[config.mk]
export PLATFORM = sky130hd
export DESIGN_NAME = commit_trace_fifo
export DESIGN_NICKNAME = d
export VERILOG_FILES = /design/src/rtl/commit_trace_fifo.sv
export SDC_FILE = /design/constraint.sdc
export NUM_CORES = 2
export LEC_CHECK = 0
export ABC_CLOCK_PERIOD_IN_PS = 12480
export BUFFER_PORTS_ARGS = -buffer_cell sky130_fd_sc_hd__buf_2
export CELL_PAD_IN_SITES_DETAIL_PLACEMENT = 0
export CELL_PAD_IN_SITES_GLOBAL_PLACEMENT = 1
export CORE_AREA = 2 2 383 385
export DETAILED_ROUTE_END_ITERATION = 8
export DIE_AREA = 0 0 385 387
export GPL_TIMING_DRIVEN = 0
export PLACE_DENSITY = 0.81
export REMOVE_ABC_BUFFERS = 1
export SLEW_MARGIN = 25
export SYNTH_ARGS = -nofsm -noshare
export SYNTH_HDL_FRONTEND = slang
export SYNTH_SLANG_ARGS = --single-unit
export TNS_END_PERCENT = 5
[constraint.sdc]
create_clock -name clk -period 12.48 [get_ports clk]
set_input_delay 1.872 -clock clk [delete_from_list [all_inputs] [get_ports clk]]
set_output_delay 1.872 -clock clk [all_outputs]
set_load 0.02 [all_outputs]
[src/rtl/commit_trace_fifo.sv]
// Retirement trace capture: classifies retired instructions into fixed records,
// buffers them in a show-ahead FIFO and signals done once the end-of-test loop has drained.
module commit_trace_fifo #(
   parameter int unsigned XLEN      = 32,
   parameter int unsigned DEPTH     = 16,
   parameter int unsigned CNT_W     = 16,
   parameter logic [31:0] END_INSTR = 32'h0000006f
) (
   input  logic                       clk,
   input  logic                       rstn,
   input  logic                       update_i,
   input  logic [XLEN-1:0]            pc_i,
   input  logic [31:0]                instr_i,
   input  logic [4:0]                 rd_i,
   input  logic [XLEN-1:0]            rd_data_i,
   input  logic                       rf_we_i,
   input  logic                       mem_re_i,
   input  logic                       mem_we_i,
   input  logic [XLEN-1:0]            mem_raddr_i,
   input  logic [XLEN-1:0]            mem_waddr_i,
   input  logic [XLEN-1:0]            mem_wdata_i,
   input  logic [1:0]                 st_size_i,
   output logic                       rec_valid_o,
   input  logic                       rec_ready_i,
   output logic [1:0]                 rec_kind_o,
   output logic [XLEN-1:0]            rec_pc_o,
   output logic [31:0]                rec_instr_o,
   output logic [4:0]                 rec_rd_o,
   output logic [XLEN-1:0]            rec_data_o,
   output logic [XLEN-1:0]            rec_addr_o,
   output logic [1:0]                 rec_size_o,
   output logic [CNT_W-1:0]           drop_cnt_o,
   output logic [$clog2(DEPTH):0]     level_o,
   output logic                       done_o
);

   localparam int unsigned AW = $clog2(DEPTH);
   localparam int unsigned LW = AW + 1;

   typedef enum logic [1:0] {RUN, DRAIN, DONE} state_t;

   typedef struct packed {
      logic [1:0]      kind;
      logic [XLEN-1:0] pc;
      logic [31:0]     instr;
      logic [4:0]      rd;
      logic [XLEN-1:0] data;
      logic [XLEN-1:0] addr;
      logic [1:0]      size;
   } rec_t;

   state_t           state_q, state_d;
   logic [LW-1:0]    level_q, level_d;
   logic [AW-1:0]    wptr_q, rptr_q;
   logic [CNT_W-1:0] drop_q;
   rec_t             mem_q [DEPTH];
   rec_t             rec_in, head;
   logic             capture, full, pop, push, drop;

   function automatic logic [XLEN-1:0] store_mask(input logic [XLEN-1:0] d,
                                                  input logic [1:0]      sz);
      case (sz)
         2'd0:    return {{(XLEN-8){1'b0}}, d[7:0]};
         2'd1:    return {{(XLEN-16){1'b0}}, d[15:0]};
         default: return d;
      endcase
   endfunction

   always_comb begin
      rec_in       = '0;
      rec_in.pc    = pc_i;
      rec_in.instr = instr_i;
      if (mem_we_i) begin
         rec_in.kind = 2'd3;
         rec_in.addr = mem_waddr_i;
         rec_in.data = store_mask(mem_wdata_i, st_size_i);
         rec_in.size = (st_size_i == 2'd3) ? 2'd2 : st_size_i;
      end else if (mem_re_i && rd_i != 5'd0) begin
         rec_in.kind = 2'd2;
         rec_in.rd   = rd_i;
         rec_in.data = rd_data_i;
         rec_in.addr = mem_raddr_i;
      end else if (rf_we_i && rd_i != 5'd0) begin
         rec_in.kind = 2'd1;
         rec_in.rd   = rd_i;
         rec_in.data = rd_data_i;
      end
   end

   assign capture     = update_i && (pc_i != '0) && (state_q == RUN);
   assign full        = (level_q == LW'(DEPTH));
   assign rec_valid_o = (level_q != '0) && (state_q != DONE);
   assign pop         = rec_valid_o && rec_ready_i;
   // A full FIFO still takes the push when the head leaves on the same edge.
   assign push        = capture && (!full || pop);
   assign drop        = capture && !push;

   always_comb begin
      level_d = level_q;
      if (push && !pop)      level_d = level_q + LW'(1);
      else if (!push && pop) level_d = level_q - LW'(1);
   end

   always_comb begin
      state_d = state_q;
      case (state_q)
         RUN:     if (capture && instr_i == END_INSTR) state_d = DRAIN;
         DRAIN:   if (level_d == '0) state_d = DONE;
         DONE:    state_d = DONE;
         default: state_d = RUN;
      endcase
   end

   always_ff @(posedge clk) begin
      if (!rstn) begin
         state_q <= RUN;
         level_q <= '0;
         wptr_q  <= '0;
         rptr_q  <= '0;
         drop_q  <= '0;
      end else begin
         state_q <= state_d;
         level_q <= level_d;
         if (push) wptr_q <= wptr_q + AW'(1);
         if (pop)  rptr_q <= rptr_q + AW'(1);
         if (drop && drop_q != '1) drop_q <= drop_q + CNT_W'(1);
      end
   end

   always_ff @(posedge clk) begin
      if (push) mem_q[wptr_q] <= rec_in;
   end

   assign head        = mem_q[rptr_q];
   assign rec_kind_o  = head.kind;
   assign rec_pc_o    = head.pc;
   assign rec_instr_o = head.instr;
   assign rec_rd_o    = head.rd;
   assign rec_data_o  = head.data;
   assign rec_addr_o  = head.addr;
   assign rec_size_o  = head.size;
   assign drop_cnt_o  = drop_q;
   assign level_o     = level_q;
   assign done_o      = (state_q == DONE);

endmodule

==> flow_metrics.py <==
metrics = {
    "detailed_routing": {
        "vias": 39320,
        "drt_pass1_iterations": 5,
        "via_per_inst": 6.484,
        "drc": 0,
        "ant_nets": 0,
        "wirelength_mm": 192.2,
        "drt_iter0_markers": 4009,
        "wl_per_cell_um": 31.70,
    },
    "timing": {
        "worst_pin_slew_ps": 1081,
        "final-max-slew-violation-count": 0,
        "period_share_pct": 46.52,
        "rsz0062_at_grt": "no",
        "fmax_mhz": 172.2,
        "skew_ps": 28.99,
        "relSlewSlack_pct": 27.68,
        "hold_viol_final": 0,
        "period_minus_slack_ps": 5806,
        "setup_violations": 0,
        "holdWs_ps": 523.3,
    },
    "setup_path": {
        "crit_family": "buffers and inverters",
        "worstReg2RegStart": "state_q[0]",
        "startpoint_type": "flop",
        "rrSetupSlack_ps": 8630,
        "cp_cell_sequence": "buf_16 -> buf_12 -> buf_12 -> buf_12 -> mux4_2 -> mux4_2 -> buf_2",
        "worst_r2r_path_depth": 9,
        "end_kind": "output port",
        "worst-path-stages": 7,
        "path_common_cell": "buf_12",
        "cp_data_arrival_time_ps": 3930,
        "cp_data_required_time_ps": 10610,
        "cp_slowest_cell": "dfxtp_4",
        "crit_path_max_incr_delay_ps": 690,
        "cp.buffers_inverters": 5,
        "worstPathMaxFanout": 27,
        "path_class": "flop to output port",
        "r2r-end": "mem_q[8][56]",
    },
    "worst_hold_path": {
        "min_path_type": "flop to flop",
        "min_path_cells": 2,
        "worstHoldStart": "rptr_q[1]",
    },
    "floorplanning": {
        "fp-row-count": 140,
        "fp.dieArea_um2": 149000,
        "fp.coreArea_um2": 144900,
        "initial_utilization_pct": 58.59,
        "num_io_pins": 366,
        "die_w_um": 385,
        "dieHeight_um": 387,
    },
    "synthesis": {
        "ys_seq_area_share_pct": 78.38,
        "ys_types": 54,
        "ys.flop_type": "edfxtp_1",
        "ys_warn_count": 0,
        "syn-cell-area_um2": 84880,
        "async_flop_share_pct": 0,
        "synth_edf_count": 2192,
        "ys_ff_latch": 2227,
        "avgSynthCellArea_um2": 24.70,
        "synth_cells": 3437,
    },
    "global_routing": {
        "grt_max_degree": 48,
        "grt_pass1_wl_mm": 279.0,
        "track_usage_pct": 26.30,
        "grt_pass1_vias": 40730,
        "antenna_found_initial": 22,
        "overflow": 0,
    },
    "place": {
        "port_buffers": 365,
        "gp_congestion": 0.7217,
        "dp_hpwl_mm": 107.3,
    },
    "clock_network": {
        "cts_resized": 0,
        "cts-root-buf": "clkbuf_16",
        "cts.sinks": 2227,
        "post_cts_buffers": 0,
        "path_clk_slew_ps": 60,
        "clock_path_buffers": 3,
        "cts_tree": "done",
        "cts_buffers": 209,
        "cts_hold_buf": 0,
        "insertion_delay_ps": 840,
        "htreeDepth": 4,
    },
    "final_layout": {
        "postLayoutCoreUtil_pct": 67.69,
        "nets": 4184,
        "syn2layout_area_growth_pct": 15.52,
        "final_layout_size_suffix_gt1_share_pct": 35.72,
    },
    "pwr": {
        "total_power_mw": 18.07,
        "p_leak_nw": 30.61,
        "ir_drop_v": 0.0001348,
        "p_per_area_nw_per_um2": 184.3,
    },
    "flow_run": {
        "cap_violations": 0,
    },
    "status": {
        "status": "complete, no violations",
    },
}
==> stage by stage <==
stage               worst slack (ps)  area, µm²  setup TNS (ps)  instances
CTS                             6522      98030               0       6055
global placement              -24370      88380        -3210430       5539
finish                          6674      98050               0       6065
floorplan                     -13950      84160        -1812400       3257
detailed placement              6423      91410               0       5671
global route                    6451      98030               0       6057
==> cell families after synthesis <==
kind of cell | Yosys count | share of synthesized area, %
AOI/OAI and AO/OA | 122 | 1.131
and+or+nand+nor | 172 | 1.218
buffers and inverters | 190 | 0.8904
adders and majority gates | 13 | 0.1916
xor gates and xnor gates | 23 | 0.2373
DFF | 2227 | 78.38
muxes | 690 | 17.96
==> how the worst max path moves through the flow <==
stage	slack, ps	from	end
4_1_cts	6520	flop	rec_pc_o[15]
3_3_place_gp	-24370	flop	rec_pc_o[1]
3_5_place_dp	6420	pc_i[16]	mem_q[12][55]
5_1_grt	6450	flop	rec_pc_o[15]
6_report	6670	flop	rec_pc_o[15]
2_1_floorplan	-13950	flop	rec_instr_o[3]
==> layer usage <==
metal / GRT usage, % / vias to the layer above / wire length [µm]
met5: 0 / - / 102
met4: 7.727 / 18 / 4856
li1: - / 16070 / -
met2: 42.10 / 1721 / 96070
met3: 5.724 / 321 / 16090
met1: 37.09 / 21190 / 75120
==> synthesized netlist by cell type, types with 2 or more instances <==
library cell	instances	area share [%]
a211oi_1	20	0.18
a21oi_1	19	0.11
a22o_1	64	0.66
a41oi_1	2	0.021
and2_1	43	0.32
and3_1	7	0.052
and4_1	6	0.062
buf_1	47	0.21
buf_2	12	0.071
buf_4	2	0.018
buf_6	2	0.027
clkbuf_1	116	0.51
dfxtp_1	35	0.83
edfxtp_1	2192	78
ha_1	13	0.19
inv_1	10	0.044
mux2i_1	23	0.27
mux4_2	666	18
nand2_1	17	0.075
nand3_1	12	0.071
nand4_1	12	0.088
nor2_1	16	0.071
nor2b_1	23	0.17
nor3_1	5	0.029
nor4_1	15	0.11
nor4b_1	2	0.021
o211ai_1	4	0.035
o21ai_0	2	0.012
o41ai_1	2	0.021
or2_2	2	0.015
or4_1	2	0.018
xnor2_1	14	0.14
xor2_1	9	0.093
==> layout by cell type, fill, tap and decap left out, types with 5 or more instances in the layout <==
cell,Yosys,layout
buf_16,0,45
buf_2,12,364
inv_1,10,10
nor2_1,16,15
clkbuf_16,0,215
edfxtp_1,2192,2192
a211oi_1,20,19
xnor2_1,14,14
nor2b_1,23,23
and2_4,0,12
mux2i_1,23,23
nand3_1,12,12
bufinv_16,0,16
nor4_1,15,15
clkinv_1,0,45
a22o_1,64,64
nand4_1,12,12
xor2_1,9,9
a21oi_1,19,19
nand2_1,17,17
and2_1,43,30
inv_6,0,6
clkbuf_1,116,56
and3_1,7,7
buf_12,0,83
nor3_1,5,5
dfxtp_1,35,31
clkinvlp_4,0,6
mux4_2,666,666
clkinv_2,0,35
ha_1,13,13
diode_2,0,10
==> tightest hold or removal path, stage by stage (launching register included) <==
cell	delay, ps
dfxtp_1	330
nand2_1	60
a21boi_0	90
==> registers in the layout, indices dropped and copies added, names as in the netlist, named ones only <==
signal      cells
wptr_q          4
state_q         2
mem_q        2192
level_o         5
drop_cnt_o     16
rptr_q          4
==> where the power goes <==
| group | switching, mW | total [mW] | internal [mW] |
|---|---|---|---|
| Clock | 2.66 | 6.14 | 3.48 |
| Combinational | 1.71 | 3.46 | 1.75 |
| Sequential | 0.0786 | 8.47 | 8.39 |
| Total | 4.45 | 18.1 | 13.6 |
==> cell type report <==
type / instances / area (µm²)
diodes: 10 / 25.02
inverters: 10 / 37.54
clock buffers: 271 / 5590
flip-flops and latches: 2227 / 66540
clock inverters: 113 / 1023
well taps: 1917 / 2399
repair buffers: 497 / 4778
multi-input cells: 1020 / 17660
fillers: 8699 / 46810
Power figures use the tool's default switching activity.
